[src/rtl/systolic_pkg.sv]
// Shared constants for the systolic array buffer path: buffer geometry and the
// state encoding of the buffer read engine.
package systolic_pkg;

  localparam int BUF_ADR_W = 10;
  localparam int BUF_DAT_W = 16;

  localparam logic [1:0] ST_IDLE  = 2'd0;
  localparam logic [1:0] ST_RUN   = 2'd1;
  localparam logic [1:0] ST_DRAIN = 2'd2;
  localparam logic [1:0] ST_DONE  = 2'd3;

  typedef enum logic [1:0] {
    S_IDLE  = ST_IDLE,
    S_RUN   = ST_RUN,
    S_DRAIN = ST_DRAIN,
    S_DONE  = ST_DONE
  } rd_state_e;

endpackage

[src/rtl/buf_skid_fifo2.sv]
// Two-entry register FIFO; the head entry is presented directly from a register
// so the stream output stays stable until popped.
module buf_skid_fifo2 #(
  parameter int W = 17
) (
  input  logic         clk,
  input  logic         rst,
  input  logic         push_i,
  input  logic [W-1:0] push_data_i,
  input  logic         pop_i,
  output logic [W-1:0] head_data_o,
  output logic         full_o,
  output logic         empty_o,
  output logic [1:0]   cnt_o
);

  logic [W-1:0] entry_q [2];
  logic         wr_idx_q;
  logic         rd_idx_q;
  logic [1:0]   cnt_q;
  logic [1:0]   cnt_d;
  logic         push_ok;
  logic         pop_ok;

  assign pop_ok  = pop_i && (cnt_q != 2'd0);
  // A push into a full FIFO is only legal when the head leaves in the same cycle.
  assign push_ok = push_i && ((cnt_q != 2'd2) || pop_ok);

  always_comb begin
    cnt_d = cnt_q;
    case ({push_ok, pop_ok})
      2'b10:   cnt_d = cnt_q + 2'd1;
      2'b01:   cnt_d = cnt_q - 2'd1;
      default: cnt_d = cnt_q;
    endcase
  end

  always_ff @(posedge clk) begin
    if (rst) begin
      for (int i = 0; i < 2; i++) entry_q[i] <= '0;
      wr_idx_q <= 1'b0;
      rd_idx_q <= 1'b0;
      cnt_q    <= 2'd0;
    end else begin
      if (push_ok) begin
        entry_q[wr_idx_q] <= push_data_i;
        wr_idx_q          <= ~wr_idx_q;
      end
      if (pop_ok) rd_idx_q <= ~rd_idx_q;
      cnt_q <= cnt_d;
    end
  end

  assign head_data_o = entry_q[rd_idx_q];
  assign full_o      = (cnt_q == 2'd2);
  assign empty_o     = (cnt_q == 2'd0);
  assign cnt_o       = cnt_q;

endmodule

[src/rtl/buf_stream_reader.sv]
// Buffer RAM read engine: sweeps LEN words from BASE (address wraps), hides the
// RAM's one-cycle read latency and emits the words as a valid/ready stream.
module buf_stream_reader
  import systolic_pkg::*;
#(
  parameter int ADR_W = BUF_ADR_W,
  parameter int DAT_W = BUF_DAT_W
) (
  input  logic             clk,
  input  logic             rst,
  input  logic             start,
  input  logic [ADR_W-1:0] base_adr,
  input  logic [ADR_W:0]   length,
  output logic             busy,
  output logic             done,
  output logic [ADR_W-1:0] ram_radr,
  input  logic [DAT_W-1:0] ram_rdata,
  output logic             out_valid,
  output logic [DAT_W-1:0] out_data,
  output logic             out_last,
  input  logic             out_ready
);

  localparam int CW = ADR_W + 1;

  rd_state_e        state_q, state_d;
  logic [ADR_W-1:0] rd_ptr_q, rd_ptr_d;
  logic [CW-1:0]    remain_q, remain_d;
  logic [ADR_W-1:0] radr_hold_q;
  logic             inflight_q;
  logic             inflight_last_q;

  logic [DAT_W:0]   head;
  logic             fifo_full;
  logic             fifo_empty;
  logic [1:0]       fifo_cnt;
  logic             pop;
  logic [2:0]       occ;
  logic             credit_ok;
  logic             issue;
  logic             last_issue;
  logic             drain_empty;

  assign out_valid = !fifo_empty;
  assign pop       = out_valid && out_ready;
  assign occ       = 3'(fifo_cnt) + 3'(inflight_q);

  // Two slots of credit: FIFO words plus the read in flight, minus what leaves now.
  // When full, only a pop with nothing in flight frees a slot.
  assign credit_ok = fifo_full ? (pop && !inflight_q)
                               : ((occ < 3'd2) || pop);

  assign issue       = (state_q == S_RUN) && (remain_q != '0) && credit_ok;
  assign last_issue  = issue && (remain_q == CW'(1));
  assign drain_empty = !inflight_q &&
                       ((fifo_cnt == 2'd0) || ((fifo_cnt == 2'd1) && pop));

  always_comb begin
    state_d  = state_q;
    rd_ptr_d = rd_ptr_q;
    remain_d = remain_q;
    case (state_q)
      S_IDLE: begin
        if (start) begin
          rd_ptr_d = base_adr;
          remain_d = length;
          state_d  = (length == '0) ? S_DONE : S_RUN;
        end
      end
      S_RUN: begin
        if (issue) begin
          rd_ptr_d = rd_ptr_q + 1'b1;
          remain_d = remain_q - 1'b1;
          if (last_issue) state_d = S_DRAIN;
        end
      end
      S_DRAIN: begin
        // Leave as the final word is accepted so done follows it by one cycle.
        if (drain_empty) state_d = S_DONE;
      end
      default: state_d = S_IDLE;
    endcase
  end

  always_ff @(posedge clk) begin
    if (rst) begin
      state_q         <= S_IDLE;
      rd_ptr_q        <= '0;
      remain_q        <= '0;
      radr_hold_q     <= '0;
      inflight_q      <= 1'b0;
      inflight_last_q <= 1'b0;
    end else begin
      state_q         <= state_d;
      rd_ptr_q        <= rd_ptr_d;
      remain_q        <= remain_d;
      inflight_q      <= issue;
      inflight_last_q <= last_issue;
      if (issue) radr_hold_q <= rd_ptr_q;
    end
  end

  assign ram_radr = issue ? rd_ptr_q : radr_hold_q;

  buf_skid_fifo2 #(.W(DAT_W + 1)) u_fifo (
    .clk         (clk),
    .rst         (rst),
    .push_i      (inflight_q),
    .push_data_i ({inflight_last_q, ram_rdata}),
    .pop_i       (pop),
    .head_data_o (head),
    .full_o      (fifo_full),
    .empty_o     (fifo_empty),
    .cnt_o       (fifo_cnt)
  );

  assign out_data = head[DAT_W-1:0];
  assign out_last = head[DAT_W] && out_valid;
  assign busy     = (state_q == S_RUN) || (state_q == S_DRAIN);
  assign done     = (state_q == S_DONE);

endmodule

[config.mk]
export PLATFORM = sky130hd
export DESIGN_NAME = buf_stream_reader
export DESIGN_NICKNAME = d
export VERILOG_FILES = /design/src/rtl/systolic_pkg.sv /design/src/rtl/buf_skid_fifo2.sv /design/src/rtl/buf_stream_reader.sv
export SDC_FILE = /design/constraint.sdc
export NUM_CORES = 1
export LEC_CHECK = 0
export CORE_ASPECT_RATIO = 0.5
export CORE_MARGIN = 2
export CORE_UTILIZATION = 50
export CTS_CLUSTER_SIZE = 30
export DETAILED_ROUTE_END_ITERATION = 8
export PLACE_DENSITY = 0.84
export RECOVER_POWER = 100
export REMOVE_ABC_BUFFERS = 1
export SYNTH_ARGS = -nofsm -noshare
export SYNTH_HDL_FRONTEND = slang
export SYNTH_SLANG_ARGS = --single-unit
[constraint.sdc]
create_clock -name clk -period 3.45 [get_ports clk]
set_input_delay 0.8625 -clock clk [delete_from_list [all_inputs] [get_ports clk]]
set_output_delay 0.8625 -clock clk [all_outputs]
set_load 0.02 [all_outputs]
After elaboration in Yosys (flattened, before gate mapping)
Memory sizes are Yosys's and may differ from the RTL's. A register that Yosys moved wholly into a read port is not among the register bits.
Cells that the tools add are included.
{ "word_totals": {"word_cells": 82, "n_memories": 1, "ff_bits": 39, "mem_bits_rw": 34} }
{ "classes": {"n_reduce_logical": 26, "add_sub_neg": 5, "n_lt_le_gt_ge": 1, "mux": 25, "bitwise": 2, "eq_ne": 13} }
{ "memory_table": {"columns": ["memory", "words", "width", "rd", "rd_ports_with_merged_regs", "wr", "line", "text"], "rows": [
  ["u_fifo.entry_q", 2, 17, 1, 1, 2, "buf_skid_fifo2.sv:17", "logic [W-1:0] entry_q [2];"]
]} }
{ "ops": {"columns": ["operator", "n"], "rows": [
  ["$mux 10", 3],
  ["$mux 11", 2],
  ["$pmux 11 s2", 1],
  ["$pmux 10 s2", 1],
  ["$mux 17", 1],
  ["$reduce_or 17->1", 1],
  ["$eq 11x1->1 const B", 1],
  ["$logic_not 11->1", 1],
  ["$reduce_bool 11->1", 1],
  ["$sub 11x1->11 const B", 1],
  ["$add 10x1->10 const B", 1],
  ["$logic_and 1x1->1", 10],
  ["$mux 1", 10],
  ["$mux 2", 5],
  ["$ne 2x2->1 const B", 5],
  ["$eq 2x2->1 const B", 4],
  ["$eq 2x1->1 const B", 3],
  ["$pmux 2 s3", 1],
  ["$reduce_bool 2->1", 3],
  ["$logic_not 2->1", 2],
  ["$logic_or 1x1->1", 4],
  ["$pmux 2 s2", 1],
  ["$reduce_and 4->1", 1],
  ["$add 2x1->3", 1],
  ["6 further kinds", 8]
]} }

Logic depth before layout (Yosys ltp)
{ "logic_depth": {"ltp_word": 11, "ltp_mapped": 9, "depth_no_buf": 8} }

Hierarchy
A second synthesis with hierarchy kept.
{ "unflattened": {"cells_unflattened": 368, "hier_area_um2": 3997.6} }
{ "modules_own_cells": {"columns": ["mod", "n_inst", "area_each_um2", "cells_each"], "rows": [
  ["buf_stream_reader", 1, 2224.6, 247],
  ["buf_skid_fifo2", 1, 1773.0, 121]
]} }

Worst setup path after synthesis
Ideal clock, no wire load.
{ "synth_timing": {"path_type": "input-to-reg", "start": "input port out_ready", "end": "memory u_fifo.entry_q[0][0] (enable)", "t_arrival_ns": 2.474, "path_slack_ns": 0.561, "stages": 3, "required_time_ns": 3.035, "cell_sequence": "nor2b_2 -> o21ai_1 -> o21ai_0"} }
{ "synth_lines": {"columns": ["item", "line", "text"], "rows": [
  ["start: declaration", "buf_stream_reader.sv:21", "input logic out_ready"],
  ["end: declaration", "buf_skid_fifo2.sv:17", null]
]} }

Worst setup path in the final report
{ "layout_timing": {"start": "input port out_ready", "end": "output port ram_radr[4]"} }
{ "layout_between": {"elab_chain_len": 5, "elab_cells_between_ends": 6} }
{ "layout_rtl": {"columns": ["item", "line", "text"], "rows": [
  ["$logic_and 1x1->1 (*)", "buf_stream_reader.sv:45", "assign pop = out_valid && out_ready;"],
  ["$logic_or 1x1->1 / $logic_and 1x1->1 (equally long branches)", "buf_stream_reader.sv:51, buf_stream_reader.sv:50", null],
  ["$mux 1 (*)", "buf_stream_reader.sv:50", "assign credit_ok = fifo_full ? (pop && !inflight_q)"],
  ["$logic_and 1x1->1 (*)", "buf_stream_reader.sv:53", "assign issue = (state_q == S_RUN) && (remain_q != '0) && credit_ok;"],
  ["$mux 10 (*)", null, null],
  ["end: declaration", "buf_stream_reader.sv:16", "output logic [ADR_W-1:0] ram_radr,"]
]} }
Mark *: on every way between the ends. The rest lies on a longest branch, timed or not.

==> impl_metrics.env <==
export IMPL_ys_types=52
export IMPL_cts_htree_levels=3
export IMPL_yosysSeqAreaShare_pct=48.4
export IMPL_hold_class="flip-flop to flip-flop"
export IMPL_drt_iter0_drc=292
export IMPL_final_core_util_pct=65.6
export IMPL_synthXorXnorAreaFrac_pct=0.931
export IMPL_r2r_start="u_fifo.cnt_o[0]$_SDFFE_PP0P_"
export IMPL_area_delta_synth_final_pct=27.6
export IMPL_yosys_register_bits=74
export IMPL_hold_ws_ns=0.512
export IMPL_synth_edf_count=34
export IMPL_setup_worst_path_end_class="output port"
export IMPL_postCtsHoldBufs=0
export IMPL_power_mw=3.80
export IMPL_fp_row_count=22
export IMPL_wl_met1_um=3730
export IMPL_cp_endpoint="ram_radr[4]"
export IMPL_crit_fanout=5
export IMPL_drt_pass1_iterations=4
export IMPL_clock_fmax_mhz=313
export IMPL_cts_root_buf="clkbuf_16"
export IMPL_syn_area_um2=3760
export IMPL_die_w_um=127
export IMPL_diodes=0
export IMPL_drcViolationCount=0
export IMPL_reg2regPathDepth=7
export IMPL_rsz0062_at_grt="false"
export IMPL_dp_cells=523
export IMPL_grt_pass1_vias=3003
export IMPL_grt_max_degree=34
export IMPL_synth_compound_area_share_pct=15.3
export IMPL_pwr_density_cell_nw_per_um2=791
export IMPL_fin_skew_ns=0.00295
export IMPL_finalHoldViolations=0
export IMPL_vdd_ir_drop_max_v=0.000363
export IMPL_r2r_end="u_fifo.entry_q[1][12]$_SDFFCE_PN0P_"
export IMPL_syn_avg_cell_area_um2=10.3
export IMPL_finalCritPeriodShare_pct=92.5
export IMPL_fillCellCount=576
export IMPL_met2_length_um=4180
export IMPL_gr_usage_all_layers_pct=22.4
export IMPL_cp_depth=7
export IMPL_cts_sinks=74
export IMPL_power_leakage_nw=1.79
export IMPL_cts_buffers_inserted=9
export IMPL_ys_warn_count=0
export IMPL_arrival_ns=2.33
export IMPL_dp_hpwl_um=5720
export IMPL_async_flop_share_pct=0
export IMPL_dieArea_um2=8280
export IMPL_min_delay_start="rd_ptr_q[9]$_SDFFE_PP0P_"
export IMPL_nets=493
export IMPL_clk_pin_slew_ns=0.06
export IMPL_wl_met3_um=655
export IMPL_multi_input_area_um2=1820
export IMPL_drive_gt1_share_pct=13.5
export IMPL_finalWeightedCongestion=0.840
export IMPL_dieHeight_um=65.3
export IMPL_max_slew_margin_rel_pct=39.5
export IMPL_io_pins=71
export IMPL_antenna_found_initial=0
export IMPL_path_cells="dlymetal6s2s_1 -> nor2b_4 -> a31o_2 -> nand4_1 -> clkbuf_1 -> mux2_2 -> clkbuf_1"
export IMPL_setup_viol=0
export IMPL_worst_path_buf_inv=3
export IMPL_wire_per_inst_um=16.1
export IMPL_max_stage_delay_ns=0.38
export IMPL_worstSkewPairLatency_ns=0.34
export IMPL_synthAdderAreaFrac_pct=3.99
export IMPL_vias_per_cell=5.79
export IMPL_vias=3134
export IMPL_crit_top_cell="clkbuf_1"
export IMPL_post_route_min_period_ns=3.19
export IMPL_synth_top_family_by_area="simple AND/OR/NAND/NOR gates"
export IMPL_wl_um=8720
export IMPL_required_ns=2.59
export IMPL_grt_overflow_total=0
export IMPL_status="finished clean"
export IMPL_worst_pin_slew_ns=0.908
export IMPL_setup_tns_ns=0
export IMPL_start_kind="input pin"
export IMPL_ctsLongestPathBuffers=2
export IMPL_top_layer_used="met4"
export IMPL_grt_first_pass_wirelength_um=14500
export IMPL_cts_tree="yes"
export IMPL_slew_viol_final=0
export IMPL_synth_ff_type="dfxtp_1"
export IMPL_r2r_slack_ns=0.47
export IMPL_yosys_area_share_simple_pct=19.1
export IMPL_port_buffers=70
export IMPL_final_cell_count_no_fill=541
export IMPL_core_area_um2=7320
export IMPL_drv_cap=0
export IMPL_synth_cells=365
export IMPL_crit_path_start="out_ready"
export IMPL_cpMaxStageDelayCell="mux2_2"
export IMPL_path_class="input pin to output port"
export IMPL_floorplan_initialDensity_pct=51.4
export IMPL_path_delay_family="buffers and inverters"
export IMPL_synthMuxAreaShare_pct=8.85
export IMPL_ant_nets=0
export IMPL_final_seq_area_um2=1820
## sequential cells by signal, indices dropped and copies added, names as in the netlist, named ones only
name,count
radr_hold_q,10
u_fifo.wr_idx_q,1
remain_q,11
state_q,2
u_fifo.cnt_o,2
u_fifo.entry_q,34
u_fifo.rd_idx_q,1
inflight_last_q,1
inflight_q,1
rd_ptr_q,10
## worst min path at each step
stage,end,slack [ns],cells after the start
6_report,rd_ptr_q[9]$_SDFFE_PP0P_,0.51,2
5_1_grt,remain_q[10]$_SDFFE_PP0P_,0.54,2
4_1_cts,remain_q[10]$_SDFFE_PP0P_,0.51,2
3_5_place_dp,remain_q[10]$_SDFFE_PP0P_,0.50,2
3_3_place_gp,remain_q[10]$_SDFFE_PP0P_,0.48,2
2_1_floorplan,remain_q[10]$_SDFFE_PP0P_,0.45,2
## metrics by stage
stage,area (µm²),setup slack (ns)
CTS,4880,0.00188
floorplan,3680,0.429
global placement,4600,-0.257
finish,4800,0.259
global route,4800,0.143
detailed placement,4600,-0.280
## power by group
| group | total [mW] | internal, mW | switching (mW) |
|---|---|---|---|
| clock | 0.840 | 0.482 | 0.358 |
| sequential | 1.33 | 1.12 | 0.208 |
| combinational | 1.63 | 0.696 | 0.933 |
## layout by cell type, fill, tap and decap left out, types with 4 or more instances in the layout
cell type,count
clkdlybuf4s50_1,37
a211oi_1,7
clkbuf_1,16
dfxtp_1,40
nand4_1,4
nand2_1,22
inv_1,10
buf_4,6
clkbuf_16,9
or4_1,5
nor2_1,13
o31ai_1,7
edfxtp_1,34
nor4_1,6
ha_1,12
mux2i_1,4
and2_0,24
nor3_1,9
a21oi_1,17
o21ai_0,15
nand3_1,9
and2_1,20
mux2_2,24
a31oi_1,7
dlygate4sd3_1,22
## cells by family (layout without fill, tap and decap cells)
kind of cell | count (synthesis) | in the layout
adders and majority gates | 12 | 12
muxes | 30 | 30
and+or+nand+nor | 128 | 128
xor gates and xnor gates | 4 | 4
DFF | 74 | 74
buffers and inverters | 32 | 112
AOI/OAI and AO/OA | 85 | 85
## synthesized netlist by cell type, drive strengths merged (4+ instances only)
library cell / instances / area, µm²
clkbuf: 16 / 60.1
a21oi: 17 / 85.1
nor2: 13 / 48.8
buf: 5 / 26.3
or4: 5 / 37.5
a211oi: 7 / 52.6
edfxtp: 34 / 1020
o21ai: 17 / 88.8
mux2i: 4 / 40.0
nand2: 22 / 82.6
dfxtp: 40 / 801
nor3: 12 / 75.1
a31oi: 7 / 50.1
ha: 12 / 150
nand4: 4 / 25.0
and2: 44 / 275
mux2: 26 / 293
o31ai: 7 / 52.6
nand3: 9 / 45.0
nor4: 6 / 37.5
inv: 10 / 37.5
## routing by layer
| layer | vias up | global-route usage, % |
|---|---|---|
| met2 | 131 | 37.4 |
| met1 | 1470 | 28.8 |
| met4 | 0 | 6.87 |
| li1 | 1513 | - |
| met5 | - | 0 |
| met3 | 20 | 6.51 |
## cell type report
cell class                 instances  area share, %
sequential                        74           37.9
multi-input combinational        259           37.9
timing repair buffer              85           15.2
clock buffer                       9           4.69
tap                               96           2.50
clock inverter                     7          0.912
inverter                          11          0.860
## repair_timing
action                                  in CTS  in global routing
hold endpoints to repair                     0                  0
gates cloned                                 0                  1
endpoints found under the setup margin      10                 10
buffers inserted                             0                  1
gates resized for setup                     23                 14
pin swaps                                    0                  1
## worst min-delay path, stage by stage (launching register included)
cell and delay, ns:
dfxtp_1 0.32, o31ai_1 0.07, a21oi_1 0.07
Note: power is estimated with default switching activity, not from simulation.
